$ cat src/rtl/bus_select_arbiter_if.sv
// Request/grant bundle between the two datapath requesters and the select arbiter.
// Latency: none (wires only).
// Backpressure: level requests are held by the requester until its grant is no longer needed.
interface bus_select_arbiter_if;
  logic ReqA;
  logic ReqB;
  logic GrantA;
  logic GrantB;
  logic Selector;
  logic Busy;
  logic Preempt;

  // Requester side: drives requests, observes grants and the mux select.
  modport master (
    output ReqA, ReqB,
    input  GrantA, GrantB, Selector, Busy, Preempt
  );

  // Arbiter side.
  modport slave (
    input  ReqA, ReqB,
    output GrantA, GrantB, Selector, Busy, Preempt
  );
endinterface

$ cat src/rtl/bus_select_arbiter.sv
// Round-robin owner of the 16-bit operand/address mux select (A = fetch, B = data).
// Latency: one cycle from a sampled request to a visible grant; all outputs registered.
// Backpressure: owner keeps the mux while its request is held, up to MAX_HOLD cycles under contention.
module bus_select_arbiter #(
  parameter int MAX_HOLD = 8,  // 0 = unlimited hold, otherwise 1..15
  parameter int CNT_W    = 4   // 2**CNT_W must exceed MAX_HOLD
) (
  input logic                 CLK,
  input logic                 Reset,
  bus_select_arbiter_if.slave bus
);

  localparam logic [1:0] IDLE  = 2'd0;
  localparam logic [1:0] GNT_A = 2'd1;
  localparam logic [1:0] GNT_B = 2'd2;

  localparam logic OWN_A = 1'b0;
  localparam logic OWN_B = 1'b1;

  // Preemption threshold; only meaningful when MAX_HOLD is non-zero.
  localparam int                HOLD_LIM_I = (MAX_HOLD == 0) ? 0 : MAX_HOLD - 1;
  localparam logic [CNT_W-1:0]  HOLD_LIM   = HOLD_LIM_I[CNT_W-1:0];
  localparam logic              HOLD_EN    = (MAX_HOLD != 0);

  logic [1:0]       state_q, state_d;
  logic [CNT_W-1:0] hold_cnt_q, hold_cnt_d;
  logic             last_owner_q, last_owner_d;
  logic             sel_q, sel_d;
  logic             preempt_q, preempt_d;

  logic [CNT_W-1:0] hold_cnt_inc;
  logic             hold_expired;

  // Saturating increment so an uncontended owner never wraps back below the limit.
  assign hold_cnt_inc = (hold_cnt_q == {CNT_W{1'b1}}) ? hold_cnt_q : hold_cnt_q + 1'b1;
  // A count already past the limit (long uncontended hold) preempts as soon as contention appears.
  assign hold_expired = HOLD_EN && (hold_cnt_q >= HOLD_LIM);

  // Next-state decode: idle arbitration, voluntary release, and forced hand-over.
  always_comb begin
    state_d      = state_q;
    hold_cnt_d   = hold_cnt_q;
    last_owner_d = last_owner_q;
    sel_d        = sel_q;  // select only moves on a grant hand-over
    preempt_d    = 1'b0;

    case (state_q)
      IDLE: begin
        if (bus.ReqA && (!bus.ReqB || last_owner_q == OWN_B)) begin
          state_d      = GNT_A;
          hold_cnt_d   = '0;
          last_owner_d = OWN_A;
          sel_d        = 1'b0;
        end else if (bus.ReqB) begin
          state_d      = GNT_B;
          hold_cnt_d   = '0;
          last_owner_d = OWN_B;
          sel_d        = 1'b1;
        end
      end

      GNT_A: begin
        if (!bus.ReqA || (bus.ReqB && hold_expired)) begin
          if (bus.ReqB) begin
            state_d      = GNT_B;
            hold_cnt_d   = '0;
            last_owner_d = OWN_B;
            sel_d        = 1'b1;
            preempt_d    = bus.ReqA;  // A still wanted the bus: this is a forced switch
          end else begin
            state_d = IDLE;
          end
        end else begin
          hold_cnt_d = hold_cnt_inc;
        end
      end

      GNT_B: begin
        if (!bus.ReqB || (bus.ReqA && hold_expired)) begin
          if (bus.ReqA) begin
            state_d      = GNT_A;
            hold_cnt_d   = '0;
            last_owner_d = OWN_A;
            sel_d        = 1'b0;
            preempt_d    = bus.ReqB;
          end else begin
            state_d = IDLE;
          end
        end else begin
          hold_cnt_d = hold_cnt_inc;
        end
      end

      default: begin
        state_d = IDLE;
      end
    endcase
  end

  // State registers; reset leaves B as last owner so A wins the first tie.
  always_ff @(posedge CLK) begin
    if (Reset) begin
      state_q      <= IDLE;
      hold_cnt_q   <= '0;
      last_owner_q <= OWN_B;
      sel_q        <= 1'b0;
      preempt_q    <= 1'b0;
    end else begin
      state_q      <= state_d;
      hold_cnt_q   <= hold_cnt_d;
      last_owner_q <= last_owner_d;
      sel_q        <= sel_d;
      preempt_q    <= preempt_d;
    end
  end

  assign bus.GrantA   = (state_q == GNT_A);
  assign bus.GrantB   = (state_q == GNT_B);
  assign bus.Selector = sel_q;
  assign bus.Busy     = (state_q == GNT_A) || (state_q == GNT_B);
  assign bus.Preempt  = preempt_q;

endmodule

$ cat src/flat_wrapper.sv
// flat-port wrapper written by rule: the top's interface ports become plain ports
module bus_select_arbiter_flat 
#(
  parameter int MAX_HOLD = 8,                                        
  parameter int CNT_W    = 4                                   
)
  (CLK, Reset, bus_ReqA, bus_ReqB, bus_GrantA, bus_GrantB, bus_Selector, bus_Busy, bus_Preempt);
  bus_select_arbiter_if bus_i ();
  input logic CLK;
  input logic Reset;
  input wire logic [$bits(bus_i.ReqA)-1:0] bus_ReqA;
  input wire logic [$bits(bus_i.ReqB)-1:0] bus_ReqB;
  output wire logic [$bits(bus_i.GrantA)-1:0] bus_GrantA;
  output wire logic [$bits(bus_i.GrantB)-1:0] bus_GrantB;
  output wire logic [$bits(bus_i.Selector)-1:0] bus_Selector;
  output wire logic [$bits(bus_i.Busy)-1:0] bus_Busy;
  output wire logic [$bits(bus_i.Preempt)-1:0] bus_Preempt;
  assign bus_i.ReqA = bus_ReqA;
  assign bus_i.ReqB = bus_ReqB;
  assign bus_GrantA = bus_i.GrantA;
  assign bus_GrantB = bus_i.GrantB;
  assign bus_Selector = bus_i.Selector;
  assign bus_Busy = bus_i.Busy;
  assign bus_Preempt = bus_i.Preempt;
  bus_select_arbiter #(.MAX_HOLD(MAX_HOLD), .CNT_W(CNT_W)) u_core (.CLK(CLK), .Reset(Reset), .bus(bus_i));
endmodule
$ cat config.mk
export PLATFORM = sky130hd
export DESIGN_NAME = bus_select_arbiter_flat
export DESIGN_NICKNAME = d
export VERILOG_FILES = /design/src/rtl/bus_select_arbiter_if.sv /design/src/rtl/bus_select_arbiter.sv /design/src/flat_wrapper.sv
export SDC_FILE = /design/constraint.sdc
export NUM_CORES = 1
export LEC_CHECK = 0
export BUFFER_PORTS_ARGS = -buffer_cell sky130_fd_sc_hd__buf_2
export CORE_ASPECT_RATIO = 0.9
export CORE_MARGIN = 4
export CORE_UTILIZATION = 30
export CTS_CLUSTER_DIAMETER = 50
export DETAILED_ROUTE_END_ITERATION = 10
export GPL_TIMING_DRIVEN = 0
export SLEW_MARGIN = 20
export SYNTH_ARGS = -nofsm -noshare
export SYNTH_HDL_FRONTEND = slang
export SYNTH_SLANG_ARGS = --single-unit
$ cat constraint.sdc
create_clock -name CLK -period 1.6 [get_ports CLK]
set_clock_uncertainty 0.05 [all_clocks]
set_input_delay 0.32 -clock CLK [delete_from_list [all_inputs] [get_ports CLK]]
set_output_delay 0.32 -clock CLK [all_outputs]
set_load 0.02 [all_outputs]
==> metrics.log <==
[metrics] Yosys warning total: 0
[metrics] violated checks: setup timing
[metrics] per-instance average area after synthesis: between 8 and 9 um2
[metrics] unrepaired setup endpoints after global routing: yes
[metrics] min cycle time layout: about 1.7 ns
[metrics] synthesized-area fraction occupied by ao, oa, aoi and oai cells: between 30% and 40%
[metrics] simple logic cell fraction of the synthesized area: roughly 22%
[metrics] Row Count: 16
[metrics] final clock period utilization by the worst path: 105%
[metrics] Starting Density: a little under a third
[metrics] routed wire length: 1.99 mm
[metrics] total overflow reported by the global router: 0
[metrics] run status: finished, violations left
[metrics] area of the placeable core: ~2200 um2
[metrics] fraction of final layout cells with drive strength greater than 1: about two fifths
[metrics] dpl cells: roughly 120
[metrics] actual slew at the worst max-slew pin: 0.495 ns
[metrics] Worst Path Arrival: roughly 1.8 ns
[metrics] max-capacitance violation count: 0
[metrics] startpoint of the lowest-slack register-to-register path: u_core.state_q[0]
[metrics] Final setup viols: 4
[metrics] most area-hungry cell type in the Yosys netlist: dfxtp_1
[metrics] CTS tree: done
[metrics] Area contributors post-synth: dfxtp_1 (26%), ha_1 (11%), nand2b_1 (7.2%), a21oi_1 (5.7%), mux2i_1 (4.3%)
[metrics] detailed-router iteration count before antenna repair: 4
[metrics] sum of buffers and inverters on the critical path: 1
[metrics] number of antenna violations at the first check in global routing: 0
[metrics] number of sinks handled by clock tree synthesis: 9
[metrics] count of unresolved DRC violations after routing: 0
[metrics] CP required: about 1.7 ns
[metrics] vias per cell: roughly 5.7
[metrics] endpoint type of the worst setup path: register
[metrics] final std cell area, no fill: about 940 um2
[metrics] # IOs: 9
[metrics] initial drt markers: 28
[metrics] number of antenna-violating nets in the routed design: 0
[metrics] achievable frequency: ~600 MHz
[metrics] largest net degree at the start of global routing: 11
[metrics] class of the tightest hold or removal check: in2reg
[metrics] total inserted antenna cells: 0
[metrics] final-stage net count: between 100 and 150
[metrics] Mapped Area: roughly 700 um2
[metrics] launch instance of the worst min-delay path: bus_ReqB
[metrics] Mapped Cells: 86
[metrics] part of the Yosys area used for sequential elements: between 20% and 30%
[metrics] delay of the slowest cell on the worst path: between 0.3 and 0.4 ns
[metrics] number of buffers between clock root and the deepest sink: 2
[metrics] Synth Area in Adders: a little over a tenth
[metrics] static leakage: a little under 0.4 nW
[metrics] CP Class: reg2reg
[metrics] startpoint type of the worst setup path: register
[metrics] Placement Setup Slack: -0.195 ns
[metrics] fraction of registers with async set or reset after synthesis: 0%
[metrics] Slowest-stage cell, CP: dfxtp_4
[metrics] power per cell area: 1230 nW/um2
[metrics] vias after detailed routing: approximately 750
[metrics] WL/cell: ~15 um
[metrics] dominant combinational cell family by area after synthesis: compound AO/OA/AOI/OAI gates
[metrics] total negative setup slack: -0.162 ns
[metrics] GPL Wtd Cong: ~0.80
[metrics] cell class contributing the biggest share of worst-path delay: compound AO/OA/AOI/OAI gates
[metrics] most frequently used flop master after synthesis: dfxtp_1
[metrics] Layout Cells excl Fill: about 130
[metrics] Unique masters post-synth: 33
[metrics] worst vdd ir: about 0.00083 V
[metrics] post-synthesis sequential element count: 9
[metrics] final worst setup slack: -0.0852 ns
[metrics] die height: about 54 um
[metrics] count of flip-flops with a built-in enable after synthesis: 0
[metrics] Final Hold Fails: 0
[metrics] hold bufs inserted after CTS: 0
[metrics] wire length of the first global-routing pass: about 3.6 mm
[metrics] gr usage total: between 10% and 20%
[metrics] area share of the leading cell type in the synthesized netlist: between 20% and 30%
[metrics] H-tree depth: 1
[metrics] Cell Chain, Critical Path: inv_4 -> ha_4 -> or3b_1 -> a21o_1 -> o221a_2
[metrics] Mapped Nets: 96
[metrics] area enclosed by the die boundary: 3160 um2
[metrics] launching element of the worst setup path: u_core.state_q[0]
[metrics] Port-buffer cells: 8
[metrics] maximum fanout along the worst path: 4
[metrics] via count of the first global-routing pass: between 700 and 800
[metrics] number of pins with negative max-slew slack in the final report: 0
[metrics] die boundary width: just under 60 um
[metrics] insertion delay to the later sink of the worst-skew pair: 0.27 ns
[metrics] fraction of synthesized cell area in xor and xnor cells: 0%
[metrics] Filler cells: approximately 230
[metrics] placed instance area: 792 um2
[metrics] number of buffers created by CTS: 3
[metrics] clock-pin slew reported for the worst setup and hold paths after clock tree synthesis: around 0.07 ns
[metrics] Rel. slew slack: about two thirds
[metrics] Layout Area Growth over Synthesis: 34.4%
[metrics] root cell of the clock tree: clkbuf_4
[metrics] total half-perimeter wirelength after legalization and detailed placement: between 1 and 1.5 mm
[metrics] share of cell area taken by muxes after synthesis: 4.30%
worst register-to-register path: cells and delay by family (launching register included):
| kind | cells | cell delay (ns) |
|---|---|---|
| buf+inv | 1 | 0.05 |
| fa+ha+maj | 1 | 0.26 |
| flops | 1 | 0.38 |
| compound gates | 2 | 0.49 |
| simple gates | 1 | 0.34 |
cells by family after synthesis:
logic type      count (synthesis)
compound gates                 33
fa+ha+maj                       6
buf+inv                         7
flops                           9
mux                             3
simple gates                   28
sequential cells by signal (all words and copies together) (netlist names):
register	flops
u_core.hold_cnt_q	4
u_core.state_q	2
u_core.bus.Preempt	1
u_core.bus.Selector	1
u_core.last_owner_q	1
path summary, 6_finish.rpt:
| path | end | slack (ns) | cells after the start |
|---|---|---|---|
| worst max register to register | u_core.hold_cnt_q[2] | -0.09 | 5 |
| worst min register to register | u_core.hold_cnt_q[1] | 0.45 | 2 |
| worst min-delay path | u_core.bus.Preempt | 0.29 | 3 |
| worst max-delay path | u_core.hold_cnt_q[2] | -0.09 | 5 |
synthesized netlist by cell type (2+ instances only):
| master | number |
|---|---|
| a211oi_1 | 3 |
| a21o_1 | 4 |
| a31oi_1 | 2 |
| a211o_1 | 2 |
| o21ai_0 | 4 |
| a221oi_1 | 2 |
| nand2b_1 | 8 |
| dfxtp_1 | 9 |
| nand2_1 | 7 |
| inv_1 | 6 |
| ha_1 | 6 |
| mux2i_1 | 3 |
| nor2_1 | 3 |
| a21oi_1 | 8 |
routing by layer:
layer,wire length [um],global-route usage [%],up-vias
met5,0,0,-
met4,32,8.30,0
met3,123,3.12,5
met2,915,24.1,24
met1,914,19.7,362
li1,-,-,362
power breakdown:
part           internal, mW  total [mW]  switching, mW
Clock                0.0967       0.193         0.0962
Combinational         0.325       0.659          0.335
Sequential            0.265       0.305         0.0402
final cells by class:
| type | count | area, um2 | share of cell area, % |
|---|---|---|---|
| Tap cell | 27 | 33.8 | 3.60 |
| Multi-Input combinational cell | 70 | 554 | 59.1 |
| Sequential cell | 9 | 190 | 20.3 |
| Inverter | 6 | 27.5 | 2.93 |
| Buffer | 1 | 3.75 | 0.400 |
| Timing Repair Buffer | 15 | 103 | 10.9 |
| Clock buffer | 4 | 26.3 | 2.80 |
per-stage QoR:
| step | power, mW | util (%) | hold WS (ns) |
|---|---|---|---|
| 2_1_floorplan | 0.678 | - | 0.389 |
| 3_3_place_gp | 0.781 | 36.0 | 0.445 |
| 3_5_place_dp | 0.796 | 36.0 | 0.451 |
| 4_1_cts | 1.08 | 41.0 | 0.281 |
| 5_1_grt | 1.25 | 42.6 | 0.302 |
| 6_report | 1.16 | 42.6 | 0.287 |
what timing repair did:
action / in CTS / in global routing
endpoints found under the setup margin: 6 / 9
resized for setup: 10 / 9
pin swaps: 5 / 5
buffers inserted: 6 / 1
cloned: 0 / 0
layout by cell type (no fill, tap or decap), types with 4 or more instances in the layout:
cell	synthesis	routed
nand2b_1	8	8
a21oi_1	8	7
buf_2	0	7
nand2_1	7	6
buf_4	0	6
dfxtp_1	9	5
o21ai_0	4	4
Power figures use the tool's default switching activity.
